File: src/rtl/wb_burst_pkg.sv
// Shared Wishbone cycle/burst type constants and the read-master FSM state encoding.
package wb_burst_pkg;
   localparam logic [2:0] CTI_CLASSIC = 3'b000;
   localparam logic [2:0] CTI_INC     = 3'b010;
   localparam logic [2:0] CTI_END     = 3'b111;
   localparam logic [1:0] BTE_LINEAR  = 2'b00;

   typedef enum logic [1:0] {
      ST_IDLE,
      ST_ARB,
      ST_BURST,
      ST_GAP
   } state_t;
endpackage

File: src/rtl/wbm_rd_fifo.sv
// First-word fall-through FIFO; exposes occupancy so the master can size bursts to free space.
module wbm_rd_fifo #(
   parameter int Dw    = 32,
   parameter int DEPTH = 8,
   parameter int CW    = $clog2(DEPTH) + 1
) (
   input  logic          clk,
   input  logic          reset,
   input  logic          push_i,
   input  logic [Dw-1:0] din_i,
   input  logic          pop_i,
   output logic [Dw-1:0] dout_o,
   output logic          valid_o,
   output logic [CW-1:0] count_o
);
   localparam int AW = $clog2(DEPTH);
   localparam logic [CW-1:0] FULL_CNT = CW'(DEPTH);

   logic [Dw-1:0] mem [DEPTH];
   logic [AW-1:0] wr_ptr_q, rd_ptr_q;
   logic [CW-1:0] count_q;
   logic          push_ok, pop_ok;

   assign pop_ok  = pop_i && (count_q != '0);
   // A pop in the same cycle frees the slot, so a full FIFO can still accept.
   assign push_ok = push_i && ((count_q != FULL_CNT) || pop_ok);

   always_ff @(posedge clk) begin
      if (push_ok) mem[wr_ptr_q] <= din_i;
   end

   always_ff @(posedge clk) begin
      if (!reset) begin
         wr_ptr_q <= '0;
         rd_ptr_q <= '0;
         count_q  <= '0;
      end else begin
         if (push_ok) wr_ptr_q <= wr_ptr_q + 1'b1;
         if (pop_ok)  rd_ptr_q <= rd_ptr_q + 1'b1;
         case ({push_ok, pop_ok})
            2'b10:   count_q <= count_q + 1'b1;
            2'b01:   count_q <= count_q - 1'b1;
            default: count_q <= count_q;
         endcase
      end
   end

   assign valid_o = (count_q != '0);
   assign dout_o  = valid_o ? mem[rd_ptr_q] : '0;
   assign count_o = count_q;
endmodule

File: src/rtl/wb_burst_read_master.sv
// Wishbone burst read master: streams [base, base+len) into a valid/ready port via a FWFT FIFO.
module wb_burst_read_master
   import wb_burst_pkg::*;
#(
   parameter int    Dw         = 32,
   parameter int    Aw         = 10,
   parameter int    SELw       = Dw / 8,
   parameter int    TAGw       = 3,
   parameter int    CTIw       = 3,
   parameter int    BTEw       = 2,
   parameter string BURST_MODE = "ENABLED",
   parameter int    BURST_LEN  = 4,
   parameter int    FIFO_DEPTH = 8
) (
   input  logic            clk,
   input  logic            reset,
   input  logic            start_i,
   input  logic [Aw-1:0]   base_addr_i,
   input  logic [Aw:0]     len_i,
   output logic            busy_o,
   output logic            done_o,
   output logic            err_o,
   output logic [Dw-1:0]   dout_o,
   output logic            dout_valid_o,
   input  logic            dout_ready_i,
   output logic [Aw-1:0]   m_addr_o,
   output logic [Dw-1:0]   m_dat_o,
   output logic [SELw-1:0] m_sel_o,
   output logic [TAGw-1:0] m_tag_o,
   output logic [CTIw-1:0] m_cti_o,
   output logic [BTEw-1:0] m_bte_o,
   output logic            m_stb_o,
   output logic            m_cyc_o,
   output logic            m_we_o,
   input  logic [Dw-1:0]   m_dat_i,
   input  logic            m_ack_i,
   input  logic            m_err_i,
   input  logic            m_rty_i
);
   localparam bit CLASSIC = (BURST_MODE == "DISABLED");
   localparam int RW      = Aw + 1;
   localparam int BW      = $clog2(BURST_LEN) + 1;
   localparam int CW      = $clog2(FIFO_DEPTH) + 1;

   state_t        state_q, state_d;
   logic [Aw-1:0] addr_q, addr_d;
   logic [RW-1:0] rem_q, rem_d;
   logic [BW-1:0] beat_q, beat_d;
   logic          err_q, err_d;
   logic          zdone_q, zdone_d;
   logic          push;
   logic [BW-1:0] nb;
   logic [CW-1:0] fifo_cnt, free_cnt;
   logic          in_burst, gap_done;

   wbm_rd_fifo #(.Dw(Dw), .DEPTH(FIFO_DEPTH), .CW(CW)) u_fifo (
      .clk     (clk),
      .reset   (reset),
      .push_i  (push),
      .din_i   (m_dat_i),
      .pop_i   (dout_valid_o & dout_ready_i),
      .dout_o  (dout_o),
      .valid_o (dout_valid_o),
      .count_o (fifo_cnt)
   );

   assign free_cnt = CW'(FIFO_DEPTH) - fifo_cnt;

   always_comb begin
      nb = BW'(BURST_LEN);
      if (CLASSIC)                       nb = BW'(1);
      else if (rem_q < RW'(BURST_LEN))   nb = rem_q[BW-1:0];
   end

   always_comb begin
      state_d = state_q;
      addr_d  = addr_q;
      rem_d   = rem_q;
      beat_d  = beat_q;
      err_d   = err_q;
      zdone_d = 1'b0;
      push    = 1'b0;
      unique case (state_q)
         ST_IDLE: begin
            if (start_i) begin
               err_d = 1'b0;
               if (len_i == '0) begin
                  zdone_d = 1'b1;
               end else begin
                  addr_d  = base_addr_i;
                  rem_d   = len_i;
                  state_d = ST_ARB;
               end
            end
         end
         ST_ARB: begin
            // Only launch a burst the FIFO can fully absorb, so acks never stall.
            if (free_cnt >= CW'(nb)) begin
               beat_d  = nb;
               state_d = ST_BURST;
            end
         end
         ST_BURST: begin
            if (m_err_i) begin
               err_d   = 1'b1;
               rem_d   = '0;
               state_d = ST_GAP;
            end else if (m_rty_i) begin
               state_d = ST_GAP;
            end else if (m_ack_i) begin
               push   = 1'b1;
               addr_d = addr_q + 1'b1;
               rem_d  = rem_q - 1'b1;
               beat_d = beat_q - 1'b1;
               if (beat_q == BW'(1)) state_d = ST_GAP;
            end
         end
         ST_GAP: begin
            state_d = (rem_q == '0) ? ST_IDLE : ST_ARB;
         end
         default: state_d = ST_IDLE;
      endcase
   end

   always_ff @(posedge clk) begin
      if (!reset) begin
         state_q <= ST_IDLE;
         addr_q  <= '0;
         rem_q   <= '0;
         beat_q  <= '0;
         err_q   <= 1'b0;
         zdone_q <= 1'b0;
      end else begin
         state_q <= state_d;
         addr_q  <= addr_d;
         rem_q   <= rem_d;
         beat_q  <= beat_d;
         err_q   <= err_d;
         zdone_q <= zdone_d;
      end
   end

   assign in_burst = (state_q == ST_BURST);
   assign gap_done = (state_q == ST_GAP) && (rem_q == '0);

   assign busy_o   = (state_q != ST_IDLE) && !gap_done;
   assign done_o   = zdone_q | gap_done;
   assign err_o    = err_q;

   assign m_cyc_o  = in_burst;
   assign m_stb_o  = in_burst;
   assign m_addr_o = addr_q;
   assign m_dat_o  = '0;
   assign m_sel_o  = {SELw{in_burst}};
   assign m_tag_o  = '0;
   assign m_bte_o  = BTEw'(BTE_LINEAR);
   assign m_we_o   = 1'b0;

   always_comb begin
      m_cti_o = '0;
      if (in_burst) begin
         if (CLASSIC)                 m_cti_o = CTIw'(CTI_CLASSIC);
         else if (beat_q == BW'(1))   m_cti_o = CTIw'(CTI_END);
         else                         m_cti_o = CTIw'(CTI_INC);
      end
   end
endmodule

File: config.mk
export PLATFORM = sky130hd
export DESIGN_NAME = wb_burst_read_master
export DESIGN_NICKNAME = d
export VERILOG_FILES = /design/src/rtl/wb_burst_pkg.sv /design/src/rtl/wbm_rd_fifo.sv /design/src/rtl/wb_burst_read_master.sv
export SDC_FILE = /design/constraint.sdc
export NUM_CORES = 1
export LEC_CHECK = 0
export ABC_AREA = 0
export BUFFER_PORTS_ARGS = -buffer_cell sky130_fd_sc_hd__clkbuf_2
export CAP_MARGIN = 20
export CORE_MARGIN = 3
export CORE_UTILIZATION = 41
export DETAILED_ROUTE_END_ITERATION = 10
export PLACE_DENSITY = 0.63
export SYNTH_ARGS = -nofsm -noshare
export SYNTH_HDL_FRONTEND = slang
export SYNTH_SLANG_ARGS = --single-unit
File: constraint.sdc
create_clock -name clk -period 5 [get_ports clk]
set_input_delay 0.25 -clock clk [delete_from_list [all_inputs] [get_ports clk]]
set_output_delay 0.25 -clock clk [all_outputs]
set_load 0.02 [all_outputs]
# ---- After elaboration in Yosys (flattened, before gate mapping)
# Memories as Yosys holds them, arrays and structs flattened. A register that Yosys moved wholly into a read port is not among the register bits.
# Cells that the tools add are included.
dict set report word_totals {
  ff_bits 38
  ram_bits 256
  inputBits 60
  mem_count 1
}
dict set report classes {
  addsub 8
  magnitude_cmp 2
  eq_ne 18
  mux 43
  bitwise 2
  n_reduce_logical 20
}
# name words word_bits rd rd_clocked_by_memory_dff wr line_no
set memory_table {}
lappend memory_table {u_fifo.mem 8 32 1 1 1 wbm_rd_fifo.sv:19} ;# logic [Dw-1:0] mem [DEPTH];
# operator n
set op_table {}
lappend op_table {{11-bit 2-to-1 mux} 5}
lappend op_table {{10-bit 2-to-1 mux} 5}
lappend op_table {{32-bit 2-to-1 mux} 1}
lappend op_table {{3-bit 2-to-1 mux} 9}
lappend op_table {{11-bit logical NOT} 2}
lappend op_table {{11-bit one-hot mux with 2 select lines} 1}
lappend op_table {{10-bit one-hot mux with 2 select lines} 1}
lappend op_table {{5-bit AND reduction} 3}
lappend op_table {{2-bit 2-to-1 mux} 7}
lappend op_table {{11-bit by 3-bit less-than comparator with 1-bit output, second input constant} 1}
lappend op_table {{11-bit by 1-bit subtractor with 11-bit output, second input constant} 1}
lappend op_table {{10-bit by 1-bit adder with 10-bit output, second input constant} 1}
lappend op_table {{1-bit 2-to-1 mux} 10}
lappend op_table {{2-bit inequality test, second input constant} 5}
lappend op_table {{4-bit by 1-bit inequality test with 1-bit output, second input constant} 2}
lappend op_table {{2-bit one-hot mux with 4 select lines} 1}
lappend op_table {{4-bit one-hot mux with 2 select lines} 1}
lappend op_table {{2-bit nonzero test} 4}
lappend op_table {{3-bit by 1-bit adder with 3-bit output, second input constant} 2}
lappend op_table {{2-bit equality test, second input constant} 3}
lappend op_table {{3-bit one-hot mux with 2 select lines} 1}
lappend op_table {{3-bit AND reduction} 2}
lappend op_table {{6-bit AND reduction} 1}
lappend op_table {{4-bit by 1-bit adder with 4-bit output, second input constant} 1}
lappend op_table {{18 further kinds} 23}

# ---- Logic depth before layout (Yosys ltp)
# Gate-level depths: netlist (run 1).
dict set report depth {
  ltp_word 7
  depth_mapped 11
}

# ---- Hierarchy
# Synthesis (run 1) repeated with hierarchy kept, for this count alone.
dict set report unflattened {
  hier_cells 788
  area_unflattened_um2 12702.2
}
# module instances cells_each area_per_inst_um2 seq_area_each_um2
set by_module_without_submodules {}
lappend by_module_without_submodules {wbm_rd_fifo 1 490 10415.0 7947.6}
lappend by_module_without_submodules {wb_burst_read_master 1 298 2287.2 560.5}

# ---- Worst setup path before layout (run 1)
# Ideal clock, no wire load.
dict set report synth_path {
  path_kind {register to register}
  start {reg state_q[0]}
  end {mem u_fifo.mem[0][0] (enable)}
  setup_time_ps 501
  t_arrival_ps 4437
  t_required_ps 4499
  path_slack_ps 62
  path_stages_with_launch 7
  path_buffers 1
  cell_sequence {dfxtp_1 > inv_1 > ha_1 > nor4bb_1 > buf_2 > nand2_1 > nor4_1}
}
dict set report synth_via {
  elab_chain_cells 5
}
# item line_no
set synth_rtl {}
lappend synth_rtl {{start: declaration} wb_burst_read_master.sv:45} ;# state_t state_q, state_d;
lappend synth_rtl {{start signal: assignment} wb_burst_read_master.sv:134} ;# state_q <= state_d;
lappend synth_rtl {{2-bit equality test} -}
lappend synth_rtl {{net m_cyc_o} wb_burst_read_master.sv:33} ;# output logic m_cyc_o,
lappend synth_rtl {{1-bit 2-to-1 mux} wb_burst_read_master.sv:83} ;# unique case (state_q)
lappend synth_rtl {{1-bit logical AND} wbm_rd_fifo.sv:26} ;# assign push_ok = push_i && ((count_q != FULL_CNT) || pop_ok);
lappend synth_rtl {{1-bit 2-to-1 mux} wbm_rd_fifo.sv:29} ;# if (push_ok) mem[wr_ptr_q] <= din_i;
lappend synth_rtl {{1-bit 2-to-1 mux (not written as such)} wbm_rd_fifo.sv:29}
lappend synth_rtl {{end: declaration} wbm_rd_fifo.sv:19}
# The timed path passes the listed nets, and every way through them passes these cells.

# ---- Worst setup path in the final report (run 1)
dict set report layout_path {
  start {reg state_q[0]}
  end {mem u_fifo.mem[4][31] (enable)}
}
dict set report layout_via {
  elab_chain_cells 5
}
# item line_no
set layout_rtl {}
lappend layout_rtl {{2-bit equality test} wb_burst_read_master.sv:83}
lappend layout_rtl {{1-bit 2-to-1 mux} wb_burst_read_master.sv:83}
lappend layout_rtl {{1-bit logical AND} wbm_rd_fifo.sv:26}
lappend layout_rtl {{1-bit 2-to-1 mux} wbm_rd_fifo.sv:29}
lappend layout_rtl {{1-bit 2-to-1 mux (not written as such)} wbm_rd_fifo.sv:29}
# No other way between the ends.

==> impl_metrics.csv, run 1 <==
group,metric,value,unit
global_routing,grt_pass1_vias,6853,
logic_synthesis,synth_area_per_cell,16.3,sq um
place,dpl.hpwl,15300,um
global_routing,grt_max_degree,43,
logic_synthesis,synthAdderAreaFrac,0.0185,
clock_tree,cts_hold_buf,0,
timing,fin_skew,0.0149,ns
die,dieArea,32800,sq um
critical_path,r2r-start,"state_q[0]",
routing,first_pass_iters,5,
critical_path,cp-start-kind,"flop",
logic_synthesis,synth.cell_area,12600,sq um
timing,hold_violations,0,
logic_synthesis,synth_top_family_by_area,"multiplexers",
timing,setup-violations-final,0,
clock_tree,clk_pin_slew_worst_paths,0.06,ns
die,die_w,181,um
hold_path,hold_start,"m_dat_i[13]",
logic_synthesis,synth_seq_area_share,0.677,
timing,grt_setup_unrepaired,"false",
final_layout,syn_to_final_growth,16.1,%
routing,wl_per_cell,18.9,um
routing,drcViolationCount,0,
timing,period_share,0.636,
final_layout,nets,976,
die,die_y,181,um
logic_synthesis,synthMuxAreaShare,0.146,
critical_path,crit_fanout,28,
final_layout,fillers,2561,
timing,slew_violations,0,
logic_synthesis,async_reset_ff_frac,0,
logic_synthesis,synth-edff-count,256,
logic_synthesis,ys_types,59,
run,maxCapViolCount,0,
die,rows,63,
global_routing,antenna_found_initial,2,
clock_tree,cts_root_buffer,"clkbuf_16",
clock_tree,clock_latency,0.51,ns
die,initial_utilization,0.420,
critical_path,critPathSlowestCell,"buf_4",
power,p_per_area,505,nW/um^2
logic_synthesis,synth-main-ff-cell,"edfxtp_1",
timing,slew_headroom,0.283,
critical_path,regToRegEndpoint,"u_fifo.mem[4][31]",
logic_synthesis,synthCells,772,
hold_path,whs_endpoint,"u_fifo.mem[0][13]",
critical_path,cp.arrival,3.32,ns
critical_path,required,5.14,ns
routing,vias,6925,
clock_tree,cts_tree,"done",
place,io_buffers,114,
critical_path,critical_path_class,"flop to flop",
routing,drtIter0Drc,407,
routing,drt-total-wl,24900,um
hold_path,hold_class,"primary input to flop",
clock_tree,cts_buffers,34,
place,gp_congestion,0.809,
outcome,status,"completed",
logic_synthesis,ys_ff_latch,297,
global_routing,grt-ovfl-total,0,
critical_path,cp_common_cell,"buf_4",
timing,fin_crit,3.18,ns
routing,ant_nets,0,
logic_synthesis,synth-simple-area-share,0.0604,
timing,fmax,315,MHz
critical_path,crit_buf_inv,4,
global_routing,grt_pass1_wl,39200,um
global_routing,track_usage,0.150,
timing,tightest_slew,1.07,ns
clock_tree,cts.sinks,297,
power,p_leak,4.97,nW
timing,fin_setup_tns,0,ns
critical_path,cp-end-kind,"flop",
logic_synthesis,synthXorXnorAreaFrac,0.00627,
die,pin_count,153,
logic_synthesis,synth_compound_area_frac,0.0482,
power,vdd_ir_drop_max,0.328,mV
clock_tree,post_cts_buffers,0,
final_layout,drive_above_1_share,0.280,
routing,vias_per_cell,5.27,
final_layout,diodes,0,
logic_synthesis,synth_warnings,0,
critical_path,cpPeakStageDelay,0.48,ns
clock_tree,h-tree-depth,2,
critical_path,reg2reg_slack,1.82,ns
critical_path,r2r_cells,9,
timing,whs,0.0269,ns
critical_path,path_cells,"inv_1 -> ha_1 -> buf_4 -> nor4bb_1 -> buf_4 -> and2_1 -> nand2_1 -> nor3_2 -> buf_4",
hold_path,holdPathStages,1,
clock_tree,clockBufferDepth,3,
critical_path,critPathTopFamily,"simple AND/OR/NAND/NOR gates",
die,coreArea,30000,sq um
clock_tree,cts_resized,0,
## cell usage in the layout (no fill, tap or decap), types with 4 or more instances in the layout
cell / instances
a21oi_1: 27
mux2i_1: 38
conb_1: 38
mux4_2: 64
nor2_1: 62
nor3_1: 7
ha_1: 17
nand2_1: 23
inv_1: 15
clkinv_1: 8
a211oi_1: 6
a32oi_1: 6
nor4_1: 5
nor3_2: 5
clkbuf_16: 34
nand3_1: 11
clkbuf_1: 8
a22oi_1: 4
o21ai_1: 4
o21a_1: 4
clkbuf_2: 114
dfxtp_1: 38
nor2b_1: 9
edfxtp_1: 256
nand2b_1: 6
xnor2_1: 6
a31oi_1: 7
a21o_1: 7
buf_4: 16
o21ai_0: 14
## worst max path at each step
| stage | cells after the start | start | endpoint | slack (ns) |
|---|---|---|---|---|
| 4_1_cts | 9 | state_q[0] | u_fifo.mem[4][10] | 1.79 |
| 3_5_place_dp | 8 | state_q[0] | u_fifo.mem[7][13] | 1.82 |
| 5_1_grt | 9 | state_q[0] | u_fifo.mem[4][10] | 1.57 |
| 3_3_place_gp | 8 | state_q[0] | u_fifo.mem[6][13] | 1.91 |
| 6_report | 9 | state_q[0] | u_fifo.mem[4][31] | 1.82 |
| 2_1_floorplan | 6 | state_q[0] | u_fifo.mem[0][0] | 0.06 |
## metal layers
metal / global-route usage / part of all wire / routed length, um / vias up
li1: - / - / - / 3206
met1: 0.206 / 0.44 / 10900 / 3443
met2: 0.247 / 0.48 / 11900 / 230
met3: 0.0328 / 0.065 / 1610 / 42
met4: 0.0369 / 0.016 / 408 / 4
met5: 0 / 0.00084 / 21 / -
## worst reg2reg max path, cell delays in order, from the launching register on
cell      delay (ns)
dfxtp_1         0.33
inv_1           0.13
ha_1            0.16
buf_4           0.28
nor4bb_1        0.29
buf_4           0.21
and2_1          0.23
nand2_1         0.25
nor3_2          0.46
buf_4           0.48
## synthesized netlist by cell type, drive strengths merged (3+ instances only)
library cell / instances / share of area
nor3: 12 / 0.0052
and3: 3 / 0.0015
buf: 58 / 0.032
o21a: 4 / 0.0024
a21oi: 27 / 0.011
and2: 3 / 0.0015
nand2: 23 / 0.0069
o21ai: 18 / 0.0072
a22oi: 4 / 0.0024
clkbuf: 22 / 0.0066
nor4: 6 / 0.0030
xor2: 3 / 0.0021
nand3: 11 / 0.0044
a31oi: 7 / 0.0035
xnor2: 6 / 0.0042
a32oi: 6 / 0.0042
a211oi: 6 / 0.0036
dfxtp: 41 / 0.065
mux2i: 38 / 0.030
edfxtp: 256 / 0.61
nor3b: 3 / 0.0022
inv: 16 / 0.0048
nand2b: 6 / 0.0030
mux4: 64 / 0.11
nor2b: 9 / 0.0045
o22ai: 3 / 0.0015
a21o: 7 / 0.0042
nor2: 65 / 0.019
ha: 17 / 0.017
## where the power goes
part	internal [W]	switching [W]	total [W]
logic	0.000867	0.00121	0.00208
clock network	0.00136	0.000939	0.00230
registers	0.00279	0.000200	0.00299
## flip-flops by register name (all words and copies together) (netlist names), named ones only
register         cells
u_fifo.mem         256
beat_q               3
u_fifo.rd_ptr_q      3
state_q              2
err_o                1
u_fifo.wr_ptr_q      3
m_addr_o            10
zdone_q              1
u_fifo.count_o       4
rem_q               11
## cell families after synthesis
logic type	after synthesis
AND/OR/NAND/NOR	154
adder cells (fa/ha/maj)	18
XOR/XNOR	9
multiplexers	103
AO/OA/AOI/OAI	94
buffers and inverters	96
flip-flops	297
other	1
## layout make-up
type                            count  area, sq um  area share
Timing Repair Buffer              133          773      0.0530
Multi-Input combinational cell    416         3710       0.254
Tap cell                          390          488      0.0335
Sequential cell                   297         8510       0.584
Clock inverter                     16          123     0.00841
Inverter                           16         60.1     0.00412
Clock buffer                       45          922      0.0632
## through the flow
step	utilization	total power, W	cell area (sq um)	setup WS (ns)	std cells
floorplan	-	0.00459	12700	0.0616	809
global placement	0.449	0.00515	13500	1.91	1249
detailed placement	0.449	0.00516	13500	1.82	1249
CTS	0.484	0.00748	14500	1.79	1310
global route	0.487	0.00779	14600	1.57	1313
finish	0.487	0.00737	14600	1.82	1313
Note: power is estimated with default switching activity, not from simulation.
==> run 2, diff against run 1 <==
--- a/config.mk
+++ b/config.mk
@@ -11,7 +11,7 @@
 export CORE_MARGIN = 3
 export CORE_UTILIZATION = 41
 export DETAILED_ROUTE_END_ITERATION = 10
-export PLACE_DENSITY = 0.63
+export PLACE_DENSITY = 0.61
 export SYNTH_ARGS = -nofsm -noshare
 export SYNTH_HDL_FRONTEND = slang
 export SYNTH_SLANG_ARGS = --single-unit
==> constraint.sdc (replaced) <==
create_clock -name clk -period 3.21 [get_ports clk]
set_input_delay 0.1605 -clock clk [delete_from_list [all_inputs] [get_ports clk]]
set_output_delay 0.1605 -clock clk [all_outputs]
set_load 0.02 [all_outputs]
==> run 2 against run 1 <==
Sequential power increased by 54%. Cell area grew 3.5%. Routed wire length rose by 5.2%. Global-route usage grew 0.69 points. Critical path type unchanged. Largest cell class unchanged.
==> impl_metrics.csv, run 2 (same netlist as run 1, synthesis figures left out) <==
group,metric,value,unit
place,dpl.hpwl,15900,um
timing,slew_headroom,0.408,
clock_tree,cts_root_buffer,"clkbuf_16",
timing,tightest_slew,0.888,ns
timing,slew_violations,0,
place,io_buffers,114,
timing,grt_setup_unrepaired,"false",
routing,vias_per_cell,5.12,
timing,hold_violations,0,
final_layout,final_cell_mix,"256 x edfxtp_1, 114 x clkbuf_2, 64 x mux4_2",
routing,drcViolationCount,0,
global_routing,grt_pass1_wl,40800,um
clock_tree,h-tree-depth,1,
power,p_leak,5.18,nW
routing,wl_per_cell,19.1,um
final_layout,design_area,15100,sq um
power,p_per_area,759,nW/um^2
timing,period_share,0.875,
final_layout,syn_to_final_growth,20.1,%
final_layout,largest_reg_flops,256,
hold_path,hold_class,"primary input to flop",
final_layout,regMostFlops,"u_fifo.mem",
timing,setup_ws,0.403,ns
run,maxCapViolCount,0,
final_layout,diodes,0,
power,vdd_ir_drop_max,0.556,mV
global_routing,antenna_found_initial,0,
place,placed_cells,1261,
global_routing,grt-ovfl-total,0,
die,rows,63,
final_layout,stdcell_count,1369,
clock_tree,clk_pin_slew_worst_paths,0.06,ns
global_routing,track_usage,0.157,
critical_path,cp.arrival,3.01,ns
die,initial_utilization,0.420,
final_layout,nets,1033,
routing,drtIter0Drc,458,
die,pin_count,153,
place,gp_congestion,0.838,
clock_tree,cts_tree,"done",
timing,setup-violations-final,0,
clock_tree,post_cts_buffers,0,
outcome,status,"completed",
clock_tree,cts.sinks,297,
clock_tree,clock_latency,0.56,ns
routing,ant_nets,0,
critical_path,cp-end-kind,"flop",
timing,fin_skew,0.0130,ns
routing,first_pass_iters,4,
clock_tree,cts_buffers,31,
timing,fin_crit,2.81,ns
die,die_w,181,um
critical_path,cp-start-kind,"flop",
global_routing,grt_pass1_vias,7208,
die,dieArea,32800,sq um
final_layout,fillers,2488,
routing,drt-total-wl,26200,um
final_layout,drive_above_1_share,0.269,
critical_path,critical_path_class,"flop to flop",
die,die_y,181,um
global_routing,grt_max_degree,35,
clock_tree,clockBufferDepth,3,
critical_path,required,3.41,ns
routing,vias,7012,
place,dp_slack,0.407,ns
die,coreArea,30000,sq um
final_layout,final_common_cell,"edfxtp_1",
critical_path,crit_fanout,24,
timing,fmax,356,MHz
place,dpl-instance-area,13600,sq um
-- run 2: changes by cell type in the layout (fill, tap and decap cells not counted), sizes merged --
cell,delta
dlygate4sd3,+51
buf,+9
clkbuf,-5
bufinv,+2
inv,-2
clkinvlp,+1
-- run 2: routing by layer --
| layer | vias to the layer above | share of wire | global-route usage |
|---|---|---|---|
| met1 | 3458 | 0.46 | 0.222 |
| met2 | 210 | 0.48 | 0.261 |
| met3 | 34 | 0.049 | 0.0236 |
| li1 | 3310 | - | - |
| met5 | - | 0 | 0 |
| met4 | 0 | 0.014 | 0.0329 |
-- run 2: power by group --
part	total [W]	internal [W]	switching, W
logic	0.00344	0.00142	0.00202
registers	0.00459	0.00435	0.000240
clock network	0.00343	0.00202	0.00141
total	0.0115	0.00779	0.00366
-- run 2: worst max-delay path, cell delays in order, from the launching register on --
cell,delay (ns)
dfxtp_1,0.33
inv_1,0.12
ha_1,0.18
nor4bb_1,0.46
buf_4,0.25
and2_1,0.21
nand2_1,0.27
nor3_4,0.21
buf_4,0.41
-- run 2: worst paths after layout --
kind	start	to	slack, ns	cells after the start
max	state_q[0]	u_fifo.mem[4][6]	0.40	8
min reg2reg	rem_q[10]	rem_q[10]	0.47	2
min	reset	rem_q[6]	0.02	2
max reg2reg	state_q[0]	u_fifo.mem[4][6]	0.40	8
-- run 2: timing repair --
action,CTS,global route
hold endpoints to repair,276,0
hold buffers,51,0
gates resized for setup,0,0
-- run 2: cell type report --
type / count / area (sq um) / area share
flip-flops and latches: 297 / 8510 / 0.564
multi-input cells: 416 / 3720 / 0.247
repair buffers: 193 / 1330 / 0.0880
clock buffers: 40 / 810 / 0.0536
well taps: 390 / 488 / 0.0323
clock inverters: 17 / 171 / 0.0114
inverters: 16 / 60.1 / 0.00398
-- run 2: per-stage QoR --
stage	total power, W	hold slack (ns)	util	TNS (ns)
after floorplan	0.00716	0.259	-	-97.53
after CTS	0.0116	0.00385	0.504	0
after global routing	0.0121	0.0286	0.504	0
after global placement	0.00810	0.440	0.454	0
after detailed placement	0.00810	0.447	0.454	0
final	0.0115	0.0238	0.504	0
